--- src/rtl/mem_arbiter_if.sv ---
// mem_arbiter_if: fetch, data and RAM signals shared between the arbiter and its environment
interface mem_arbiter_if #(
  parameter int ADDR_W = 32,
  parameter int DATA_W = 32
);
  logic              i_req;
  logic [ADDR_W-1:0] i_addr;
  logic              i_ready;
  logic [DATA_W-1:0] i_rdata;
  logic              d_ren;
  logic              d_wen;
  logic [ADDR_W-1:0] d_addr;
  logic [DATA_W-1:0] d_wdata;
  logic              d_ready;
  logic [DATA_W-1:0] d_rdata;
  logic [ADDR_W-1:0] ram_addr;
  logic [DATA_W-1:0] ram_wdata;
  logic              ram_ren;
  logic              ram_wen;
  logic [DATA_W-1:0] ram_rdata;
  logic              busy;
  modport slave (
    input  i_req, i_addr, d_ren, d_wen, d_addr, d_wdata, ram_rdata,
    output i_ready, i_rdata, d_ready, d_rdata, ram_addr, ram_wdata, ram_ren, ram_wen, busy
  );
  modport master (
    output i_req, i_addr, d_ren, d_wen, d_addr, d_wdata, ram_rdata,
    input  i_ready, i_rdata, d_ready, d_rdata, ram_addr, ram_wdata, ram_ren, ram_wen, busy
  );
endinterface

--- src/rtl/mem_arbiter.sv ---
// mem_arbiter: shares one single-ported RAM between instruction fetch and load/store
module mem_arbiter #(
  parameter int ADDR_W  = 32,
  parameter int DATA_W  = 32,
  parameter int LATENCY = 2
) (
  input logic          clk,
  input logic          nRST,
  mem_arbiter_if.slave bus
);
  typedef enum logic [1:0] {IDLE, ACCESS, RESP} state_t;
  localparam logic [3:0] LAST = 4'(LATENCY - 1);
  state_t            state_q, state_d;
  logic              grant_q, grant_d;
  logic              is_write_q, is_write_d;
  logic [ADDR_W-1:0] addr_q, addr_d;
  logic [DATA_W-1:0] wdata_q, wdata_d;
  logic [3:0]        cnt_q, cnt_d;
  logic              last_d_q, last_d_d;
  logic [DATA_W-1:0] i_rdata_q, i_rdata_d;
  logic [DATA_W-1:0] d_rdata_q, d_rdata_d;
  logic              pend_d, pend_i, take_d, acc;
  assign pend_d = bus.d_ren | bus.d_wen;
  assign pend_i = bus.i_req;
  // data wins a tie only if the previous grant went to fetch
  assign take_d = pend_d & (~pend_i | ~last_d_q);
  assign acc    = state_q == ACCESS;
  // next-state: arbitrate in IDLE, count RAM latency in ACCESS, one-cycle RESP
  always_comb begin
    state_d    = state_q;
    grant_d    = grant_q;
    is_write_d = is_write_q;
    addr_d     = addr_q;
    wdata_d    = wdata_q;
    cnt_d      = cnt_q;
    last_d_d   = last_d_q;
    i_rdata_d  = i_rdata_q;
    d_rdata_d  = d_rdata_q;
    unique case (state_q)
      IDLE: if (pend_d | pend_i) begin
        state_d    = ACCESS;
        grant_d    = take_d;
        is_write_d = take_d & bus.d_wen;
        addr_d     = take_d ? bus.d_addr : bus.i_addr;
        wdata_d    = bus.d_wdata;
        cnt_d      = '0;
        last_d_d   = take_d;
      end
      ACCESS: begin
        cnt_d = cnt_q + 4'd1;
        if (cnt_q == LAST) begin
          state_d   = RESP;
          cnt_d     = '0;
          i_rdata_d = (!is_write_q && !grant_q) ? bus.ram_rdata : i_rdata_q;
          d_rdata_d = (!is_write_q && grant_q) ? bus.ram_rdata : d_rdata_q;
        end
      end
      default: state_d = IDLE;
    endcase
  end
  // state and datapath registers, cleared asynchronously
  always_ff @(posedge clk or negedge nRST) begin
    if (!nRST) begin
      state_q    <= IDLE;
      grant_q    <= 1'b0;
      is_write_q <= 1'b0;
      addr_q     <= '0;
      wdata_q    <= '0;
      cnt_q      <= '0;
      last_d_q   <= 1'b0;
      i_rdata_q  <= '0;
      d_rdata_q  <= '0;
    end else begin
      state_q    <= state_d;
      grant_q    <= grant_d;
      is_write_q <= is_write_d;
      addr_q     <= addr_d;
      wdata_q    <= wdata_d;
      cnt_q      <= cnt_d;
      last_d_q   <= last_d_d;
      i_rdata_q  <= i_rdata_d;
      d_rdata_q  <= d_rdata_d;
    end
  end
  assign bus.ram_addr  = acc ? addr_q : '0;
  assign bus.ram_wdata = (acc && is_write_q) ? wdata_q : '0;
  assign bus.ram_ren   = acc & ~is_write_q;
  assign bus.ram_wen   = acc & is_write_q;
  assign bus.i_ready   = (state_q == RESP) & ~grant_q;
  assign bus.d_ready   = (state_q == RESP) & grant_q;
  assign bus.i_rdata   = i_rdata_q;
  assign bus.d_rdata   = d_rdata_q;
  assign bus.busy      = state_q != IDLE;
endmodule

--- src/flat_wrapper.sv ---
// flat-port wrapper written by rule: the top's interface ports become plain ports
module mem_arbiter_flat 
#(
  parameter int ADDR_W  = 32,
  parameter int DATA_W  = 32,
  parameter int LATENCY = 2
)
  (clk, nRST, bus_i_req, bus_i_addr, bus_d_ren, bus_d_wen, bus_d_addr, bus_d_wdata, bus_ram_rdata, bus_i_ready, bus_i_rdata, bus_d_ready, bus_d_rdata, bus_ram_addr, bus_ram_wdata, bus_ram_ren, bus_ram_wen, bus_busy);
  mem_arbiter_if #(.ADDR_W(ADDR_W), .DATA_W(DATA_W)) bus_i ();
  input logic clk;
  input logic nRST;
  input wire logic [$bits(bus_i.i_req)-1:0] bus_i_req;
  input wire logic [$bits(bus_i.i_addr)-1:0] bus_i_addr;
  input wire logic [$bits(bus_i.d_ren)-1:0] bus_d_ren;
  input wire logic [$bits(bus_i.d_wen)-1:0] bus_d_wen;
  input wire logic [$bits(bus_i.d_addr)-1:0] bus_d_addr;
  input wire logic [$bits(bus_i.d_wdata)-1:0] bus_d_wdata;
  input wire logic [$bits(bus_i.ram_rdata)-1:0] bus_ram_rdata;
  output wire logic [$bits(bus_i.i_ready)-1:0] bus_i_ready;
  output wire logic [$bits(bus_i.i_rdata)-1:0] bus_i_rdata;
  output wire logic [$bits(bus_i.d_ready)-1:0] bus_d_ready;
  output wire logic [$bits(bus_i.d_rdata)-1:0] bus_d_rdata;
  output wire logic [$bits(bus_i.ram_addr)-1:0] bus_ram_addr;
  output wire logic [$bits(bus_i.ram_wdata)-1:0] bus_ram_wdata;
  output wire logic [$bits(bus_i.ram_ren)-1:0] bus_ram_ren;
  output wire logic [$bits(bus_i.ram_wen)-1:0] bus_ram_wen;
  output wire logic [$bits(bus_i.busy)-1:0] bus_busy;
  assign bus_i.i_req = bus_i_req;
  assign bus_i.i_addr = bus_i_addr;
  assign bus_i.d_ren = bus_d_ren;
  assign bus_i.d_wen = bus_d_wen;
  assign bus_i.d_addr = bus_d_addr;
  assign bus_i.d_wdata = bus_d_wdata;
  assign bus_i.ram_rdata = bus_ram_rdata;
  assign bus_i_ready = bus_i.i_ready;
  assign bus_i_rdata = bus_i.i_rdata;
  assign bus_d_ready = bus_i.d_ready;
  assign bus_d_rdata = bus_i.d_rdata;
  assign bus_ram_addr = bus_i.ram_addr;
  assign bus_ram_wdata = bus_i.ram_wdata;
  assign bus_ram_ren = bus_i.ram_ren;
  assign bus_ram_wen = bus_i.ram_wen;
  assign bus_busy = bus_i.busy;
  mem_arbiter #(.ADDR_W(ADDR_W), .DATA_W(DATA_W), .LATENCY(LATENCY)) u_core (.clk(clk), .nRST(nRST), .bus(bus_i));
endmodule
--- config.mk ---
export PLATFORM = sky130hd
export DESIGN_NAME = mem_arbiter_flat
export DESIGN_NICKNAME = d
export VERILOG_FILES = /design/src/rtl/mem_arbiter_if.sv /design/src/rtl/mem_arbiter.sv /design/src/flat_wrapper.sv
export SDC_FILE = /design/constraint.sdc
export NUM_CORES = 1
export LEC_CHECK = 0
export ABC_AREA = 1
export BUFFER_PORTS_ARGS = -buffer_cell sky130_fd_sc_hd__buf_4
export CORE_ASPECT_RATIO = 0.5
export CORE_UTILIZATION = 52
export DETAILED_ROUTE_END_ITERATION = 6
export HOLD_SLACK_MARGIN = 0.05
export PLACE_DENSITY = 0.85
export SYNTH_ARGS = -nofsm -noshare
export SYNTH_HDL_FRONTEND = slang
export SYNTH_SLANG_ARGS = --single-unit
--- constraint.sdc ---
create_clock -name clk -period 2.35 [get_ports clk]
set_clock_uncertainty 0.05 [all_clocks]
set_input_delay 0.47 -clock clk [delete_from_list [all_inputs] [get_ports clk]]
set_output_delay 0.47 -clock clk [all_outputs]
set_load 0.01 [all_outputs]
-- After elaboration in Yosys (flattened, before gate mapping)
Cells that the tools add are included.
- logic and storage cells: 48
- register bits after elaboration: 136
- output and inout port bits: 133
- input port bits: 133
- bitwise gates (word level): 12
- mux-type cells: 9
- add/subtract/negate cells: 1
- equality and inequality tests: 5
- reduce and logical (&&, ||, !) cells: 13
- operators with widths (operator ; number):
    $mux W32 ; 3
    $mux W4 ; 2
    $pmux W4 S2 ; 1
    $and A1 B1 Y1 ; 6
    $reduce_and A2 Y1 ; 3
    $reduce_and A3 Y1 ; 2
    $add A4 B1 Y4 const B ; 1
    $eq A4 B1 Y1 const B ; 1
    $mux W2 ; 2
    $pmux W2 S2 ; 1
    $reduce_bool A2 Y1 ; 2
    $logic_and A1 B1 Y1 ; 3
    $not A1 Y1 ; 3
    $or A1 B1 Y1 ; 3
    $eq A2 B1 Y1 const B ; 1
    $eq A2 B2 Y1 const B ; 1
    $logic_not A1 Y1 ; 2
    $logic_not A2 Y1 ; 1
    $ne A2 B1 Y1 const B ; 1
    $ne A2 B2 Y1 const B ; 1

-- Depth between registers and ports, before layout
Gate-level depths: netlist of the first run.
- depth in word-level cells: 4
- mapped depth: 8
- mapped depth without buffers: 7

-- Least setup slack after synthesis of the first run
Ideal clock, no wire load.
- kind: register -> output
- from: register u_core.state_q[1]
- to: output port bus_ram_addr[21]
- arrival time: 1089 ps
- required time: 1830 ps
- slack: 741 ps
- path buffers: 2
- cell stages (with the launch flop): 6
- cell sequence: dfrtp_1 -> nor2_4 -> inv_2 -> buf_2 -> buf_2 -> nor2_1
- longest elaborated chain between the ends: 2
- ends and longest elaborated chain (what ; line ; source):
    from (decl) ; mem_arbiter.sv:13 ; state_t state_q, state_d;
    from (signal assigned) ; mem_arbiter.sv:74 ; state_q <= state_d;
    $eq A2 B1 Y1 ; mem_arbiter.sv:27 ; assign acc = state_q == ACCESS;
    $mux W32 ; mem_arbiter.sv:85 ; assign bus.ram_addr = acc ? addr_q : '0;
    to (decl) ; flat_wrapper.sv:23 ; output wire logic [$bits(bus_i.ram_addr)-1:0] bus_ram_addr;
No other way between the ends.

-- Worst setup path in the final report of the first run
- from: register u_core.state_q[0]
- to: output port bus_ram_wdata[22]
- longest elaborated chain between the ends: 3
- ends and longest elaborated chain (what ; line ; source):
    $eq A2 B1 Y1 ; mem_arbiter.sv:27 ;
    $logic_and A1 B1 Y1 ; mem_arbiter.sv:86 ; assign bus.ram_wdata = (acc && is_write_q) ? wdata_q : '0;
    $mux W32 ; mem_arbiter.sv:86 ;
    to (decl) ; flat_wrapper.sv:24 ; output wire logic [$bits(bus_i.ram_wdata)-1:0] bus_ram_wdata;
No other way between the ends.

==> out/qor.csv, run 1 <==
metric,value,unit
status,"finished, final reports clean",
type of origin of the critical path,flip-flop,
syn_nets,993,
Crit. path cell count,6,
CTS H-tree lvls,4,
Synth top area share,52.11,%
wire per inst,14.01,um
# Max-Cap Violations,0,
"Buf+Inv Stages, Crit Path",3,
I/O pin cnt,266,
Peak VDD IR,0.7532,mV
maximum fanout along the worst path,33,
grt ovf,0,
WP data required,1830,ps
Clock transition at path regs,60,ps
"commonest non-fill, non-tap cell in the layout",buf_4,
Register-to-Register Path Depth,7,
Root Driver,clkbuf_16,
GP Congestion,0.8442,
CTS buffer count,17,
CP Cell Sequence,inv_2 -> nor2_4 -> nand2_1 -> buf_4 -> nor2_1 -> buf_4,
Fin Setup TNS,0,ps
Via Count,6425,
Synth Cell Area,6531,sq um
initial antenna violation count,0,
Pwr Total,0.01271,W
hold depth,3,
CTS sink cnt,136,
Initial Util,54.35,%
Worst Tran Pin Value,628.5,ps
post-CTS setup buffers,0,
pwr dens,1365,nW/um^2
CP max stage delay,380,ps
crit path time final,2142,ps
DRC,0,
Worst slew margin,58.10,%
largest net degree at the start of global routing,97,
leakage power total,5.326,nW
IO buf count,265,
Vias per Instance,4.996,
"most used cell, CP",buf_4,
die width,160.5,um
layout cell share with drive strength beyond 1,29.17,%
mean post-synth cell area,7.612,sq um
DRT Wirelength,18.02,mm
register area share after synthesis,52.11,%
first-pass GRT wire length,28.51,mm
most frequent cells in the layout,"buf_4, nand2_1, inv_1",
"Setup violations, final",0,
most area-consuming cells after synthesis,"dfrtp_1, nand2_1, inv_1",
Final nets,1243,
DIE AREA,13040,sq um
Final Max Tran Viols,0,
clk_lat worst skew,400,ps
crit path kind,reg -> out,
TritonCTS clock tree,built,
Die Height,81.25,um
HPWL Detailed,12.73,mm
Yosys top cell by area,dfrtp_1,
Detail Route Antenna Nets,0,
clk buf depth,2,
Layout area overhead,42.57,%
vias in the first global route,5992,
max frequency,0.4669,GHz
Antenna Cells,0,
Critical-path top delay cell,dfrtp_1,
Yosys warnings,0,
post-synth cell types,22,
Post-Synthesis Cells,858,
unrepaired setup endpoints after global routing,no,
CP endpoint kind,primary output,
CP top delay family,buffers and inverters,
Final Cycle Share,91.13,%
crit path DAT,1620,ps
final hold vios,0,
1st-iter DRT viols,399,
drt first pass iters,5,
"flops & latches, synth",136,
Total GRT Usage,27.93,%
Core Region,12020,sq um
min-delay worst type,in -> reg,
# rows,28,
-- final cells by class --
type,instances,area [sq um]
clock buffer,19,432.9
clock inverter,13,217.7
fill,867,2705
inverter,141,531.8
multi-input combinational,525,2333
sequential,136,3403
tap,165,206.4
timing repair buffer,287,2186
-- per-stage QoR --
step | cell area [sq um] | instances | util [%] | worst slack (ps) | hold slack (ps)
after global placement | 8648 | 1253 | 71.97 | 569.6 | 343.2
final | 9311 | 1286 | 77.49 | 208.4 | 220.8
after floorplan | 6531 | 858 | - | 740.9 | 124.4
after CTS | 9309 | 1286 | 77.47 | 75.71 | 209.1
after global routing | 9311 | 1286 | 77.49 | 155.8 | 213.7
after detailed placement | 8648 | 1253 | 71.97 | 513.3 | 344.6
-- worst reg2reg max path: cells and delay by family (launching register included) --
| family | cells | cell delay [ps] |
|---|---|---|
| DFF | 1 | 380 |
| and+or+nand+nor | 4 | 480 |
| buffers and inverters | 3 | 860 |
-- registers in the layout, indices dropped and copies added (netlist names) --
| register | count |
|---|---|
| u_core.addr_q | 32 |
| u_core.bus.d_rdata | 32 |
| u_core.bus.i_rdata | 32 |
| u_core.cnt_q | 4 |
| u_core.is_write_q | 1 |
| u_core.last_d_q | 1 |
| u_core.state_q | 2 |
| u_core.wdata_q | 32 |
-- report_power, final --
group | switching [W] | internal, W
Sequential | 0.000666 | 0.00353
Combinational | 0.00332 | 0.00226
Clock | 0.00103 | 0.00190
-- cell usage after synthesis, drive strengths merged --
cell,instances
xor2,1
clkbuf,20
dfrtp,136
nor2,72
a21oi,1
inv,141
buf,36
nand2,273
nand3,73
o21ai,36
nor3,2
nand4,65
ha,2
-- repair_timing --
item                                   CTS  global route
endpoints found under the hold margin   35             0
hold buffers                             1             0
setup endpoints to repair                0             2
resized for setup                        0             2
-- final timing paths --
kind	start	endpoint	slack, ps
max in group asynchronous	nRST	u_core.bus.d_rdata[6]$_DFFE_PN0P_	1120
hold reg to reg	u_core.bus.i_rdata[21]$_DFFE_PN0P_	u_core.bus.i_rdata[21]$_DFFE_PN0P_	420
setup / recovery	u_core.state_q[0]$_DFFE_PN0P_	bus_ram_wdata[22]	210
hold / removal	bus_d_wdata[6]	u_core.wdata_q[6]$_DFFE_PN0P_	220
setup reg to reg	u_core.state_q[0]$_DFFE_PN0P_	u_core.bus.i_rdata[4]$_DFFE_PN0P_	460
min in group asynchronous	nRST	u_core.wdata_q[4]$_DFFE_PN0P_	480
-- layer usage --
layer / vias up / track usage [%] / routed length, um
met4: 0 / 11.90 / 481
met2: 224 / 50.69 / 9362
met1: 3002 / 33.47 / 7347
met3: 44 / 4.903 / 831
met5: - / 0 / 0
li1: 3155 / - / -
-- logic make-up after synthesis --
logic type                 synth area share [%]
adders and majority gates                0.3831
and+or+nand+nor                           32.03
DFF                                       52.11
AOI/OAI and AO/OA                         3.065
xor gates and xnor gates                 0.1341
buffers and inverters                     12.28
(Power assumes the default switching activity.)
==> run 2, diff against run 1 <==
- ABC_AREA: 1 -> default
- CORE_UTILIZATION: 52 -> 51
==> out/qor.csv, run 2 <==
metric,value,unit
status,"finished, final reports clean",
layout cell share with drive strength beyond 1,55.47,%
TritonCTS clock tree,built,
async set-reset flop share out of synthesis,100.0,%
HPWL Detailed,11.13,mm
CTS buffer count,17,
Core Region,11280,sq um
Commonest cells post-synth,"dfrtp_1, a21oi_1, mux2_2",
grt ovf,0,
FF-to-FF Start,u_core.cnt_q[1]$_DFFE_PN0P_,
IO buf count,265,
CTS sink cnt,136,
Vias per Instance,5.301,
wire per inst,18.30,um
Peak VDD IR,0.8848,mV
leakage power total,4.477,nW
CTS H-tree lvls,4,
Layout area overhead,48.03,%
"EDFF count, synth",0,
type of origin of the critical path,flip-flop,
drt first pass iters,4,
max frequency,0.4571,GHz
first-pass GRT wire length,25.49,mm
min-delay src,bus_d_wdata[24],
pwr dens,1482,nW/um^2
Die Height,79.17,um
crit path DAT,1670,ps
"Setup violations, final",0,
Detail Route Antenna Nets,0,
most frequent cells in the layout,"buf_4, dfrtp_1, mux2_2, a21oi_1",
largest net degree at the start of global routing,52,
clk buf depth,2,
Worst Tran Pin Value,484.1,ps
die width,156.3,um
Yosys warnings,0,
clk_lat worst skew,410,ps
DRC,0,
I/O pin cnt,266,
Yosys top cell by area,dfrtp_1,
"count leader, synth",dfrtp_1,
Critical Path Source,u_core.state_q[0]$_DFFE_PN0P_,
CP Cell Sequence,nor2b_4 -> buf_12 -> and3_1 -> buf_4,
Synth Flop Type,dfrtp_1,
Final Max Tran Viols,0,
Antenna Cells,0,
DRT Wirelength,16.47,mm
register area share after synthesis,56.02,%
Synth Cell Area,6075,sq um
"flops & latches, synth",136,
crit path time final,2188,ps
Worst slew margin,67.66,%
Final Cycle Share,93.10,%
Post-Synthesis Cells,463,
syn_nets,598,
Critical-path top delay cell,dfrtp_1,
post-synth cell types,33,
# rows,27,
Synth top area share,56.02,%
initial antenna violation count,0,
maximum fanout along the worst path,50,
post-CTS setup buffers,0,
Fin Setup TNS,0,ps
Initial Util,53.84,%
CP endpoint kind,primary output,
unrepaired setup endpoints after global routing,no,
final hold vios,0,
Hold Slack,243.3,ps
min-delay worst type,in -> reg,
Clock transition at path regs,60,ps
Via Count,4771,
CP max stage delay,480,ps
1st-iter DRT viols,278,
Root Driver,clkbuf_16,
Total GRT Usage,27.08,%
DIE AREA,12380,sq um
vias in the first global route,4932,
mean post-synth cell area,13.12,sq um
crit path kind,reg -> out,
# Max-Cap Violations,0,
GP Congestion,0.8183,
most area-consuming cells after synthesis,"dfrtp_1, mux2_2, mux2_4",
"commonest non-fill, non-tap cell in the layout",buf_4,
WP data required,1830,ps
Final nets,864,
## run 2: worst max-delay path: cells and delay by family (launching register included)
| family | cells | cell delay (ps) |
|---|---|---|
| flip-flops | 1 | 480 |
| AND/OR/NAND/NOR | 2 | 430 |
| buffers and inverters | 2 | 330 |
## run 2: stage by stage
stage                     utilization, %  cells  power, W  worst slack [ps]  cell area, sq um
final                              79.70    900   0.01333             162.3              8992
after global routing               79.70    900   0.01400             50.89              8992
after CTS                          79.70    900   0.01338             164.8              8992
after detailed placement           73.70    868   0.01026             256.3              8315
after global placement             73.70    868  0.009995             332.9              8315
after floorplan                        -    463  0.007428             402.1              6075
## run 2: final timing paths
check,end,slack (ps),cells after the start
max,bus_ram_wdata[27],160,4
min,u_core.wdata_q[24]$_DFFE_PN0P_,240,2
max reg2reg,u_core.bus.i_rdata[24]$_DFFE_PN0P_,220,6
min reg2reg,u_core.wdata_q[28]$_DFFE_PN0P_,450,1
max in group asynchronous,u_core.bus.d_rdata[31]$_DFFE_PN0P_,1170,3
min in group asynchronous,u_core.bus.d_rdata[10]$_DFFE_PN0P_,420,2
## run 2: final cells by class
class                   instances  area [sq um]
clock buffers                  19         442.9
clock inverters                12         224.0
fillers                       712          2291
inverters                       3         11.26
multi-input cells             290          2525
flip-flops and latches        136          3403
well taps                     159         198.9
repair buffers                281          2187
## run 2: timing repair
action	4_1_cts	5_1_grt
gates resized for setup	0	0
endpoints found under the hold margin	14	0
hold buffers	1	0
endpoints found under the setup margin	0	0
## run 2: report_power, final
| part | leakage [nW] | total (W) | internal, W | switching (W) |
|---|---|---|---|---|
| Combinational | 2.57 | 0.00604 | 0.00332 | 0.00272 |
| Clock | 0.323 | 0.00303 | 0.00201 | 0.00102 |
| Sequential | 1.59 | 0.00426 | 0.00353 | 0.000729 |
| Total | 4.48 | 0.0133 | 0.00887 | 0.00446 |
## run 2: kinds of logic (layout without fill, tap and decap cells)
kind of cell             Yosys count  count (layout)  share of synthesized area [%]
adder cells (fa/ha/maj)            2               2                         0.4119
AO/OA/AOI/OAI                     73              73                          6.365
XOR/XNOR                           1               1                         0.1442
buffers and inverters             37             315                          2.945
flip-flops                       136             136                          56.02
AND/OR/NAND/NOR                   85              85                          9.001
multiplexers                     129             129                          25.11
## run 2: routing by layer
metal	share of wire, %	GRT usage [%]	routed length (um)
met2	52	47.32	8567
met3	5.2	6.223	862
met4	3.2	13.33	532
met5	0	0	0
met1	40	31.83	6507
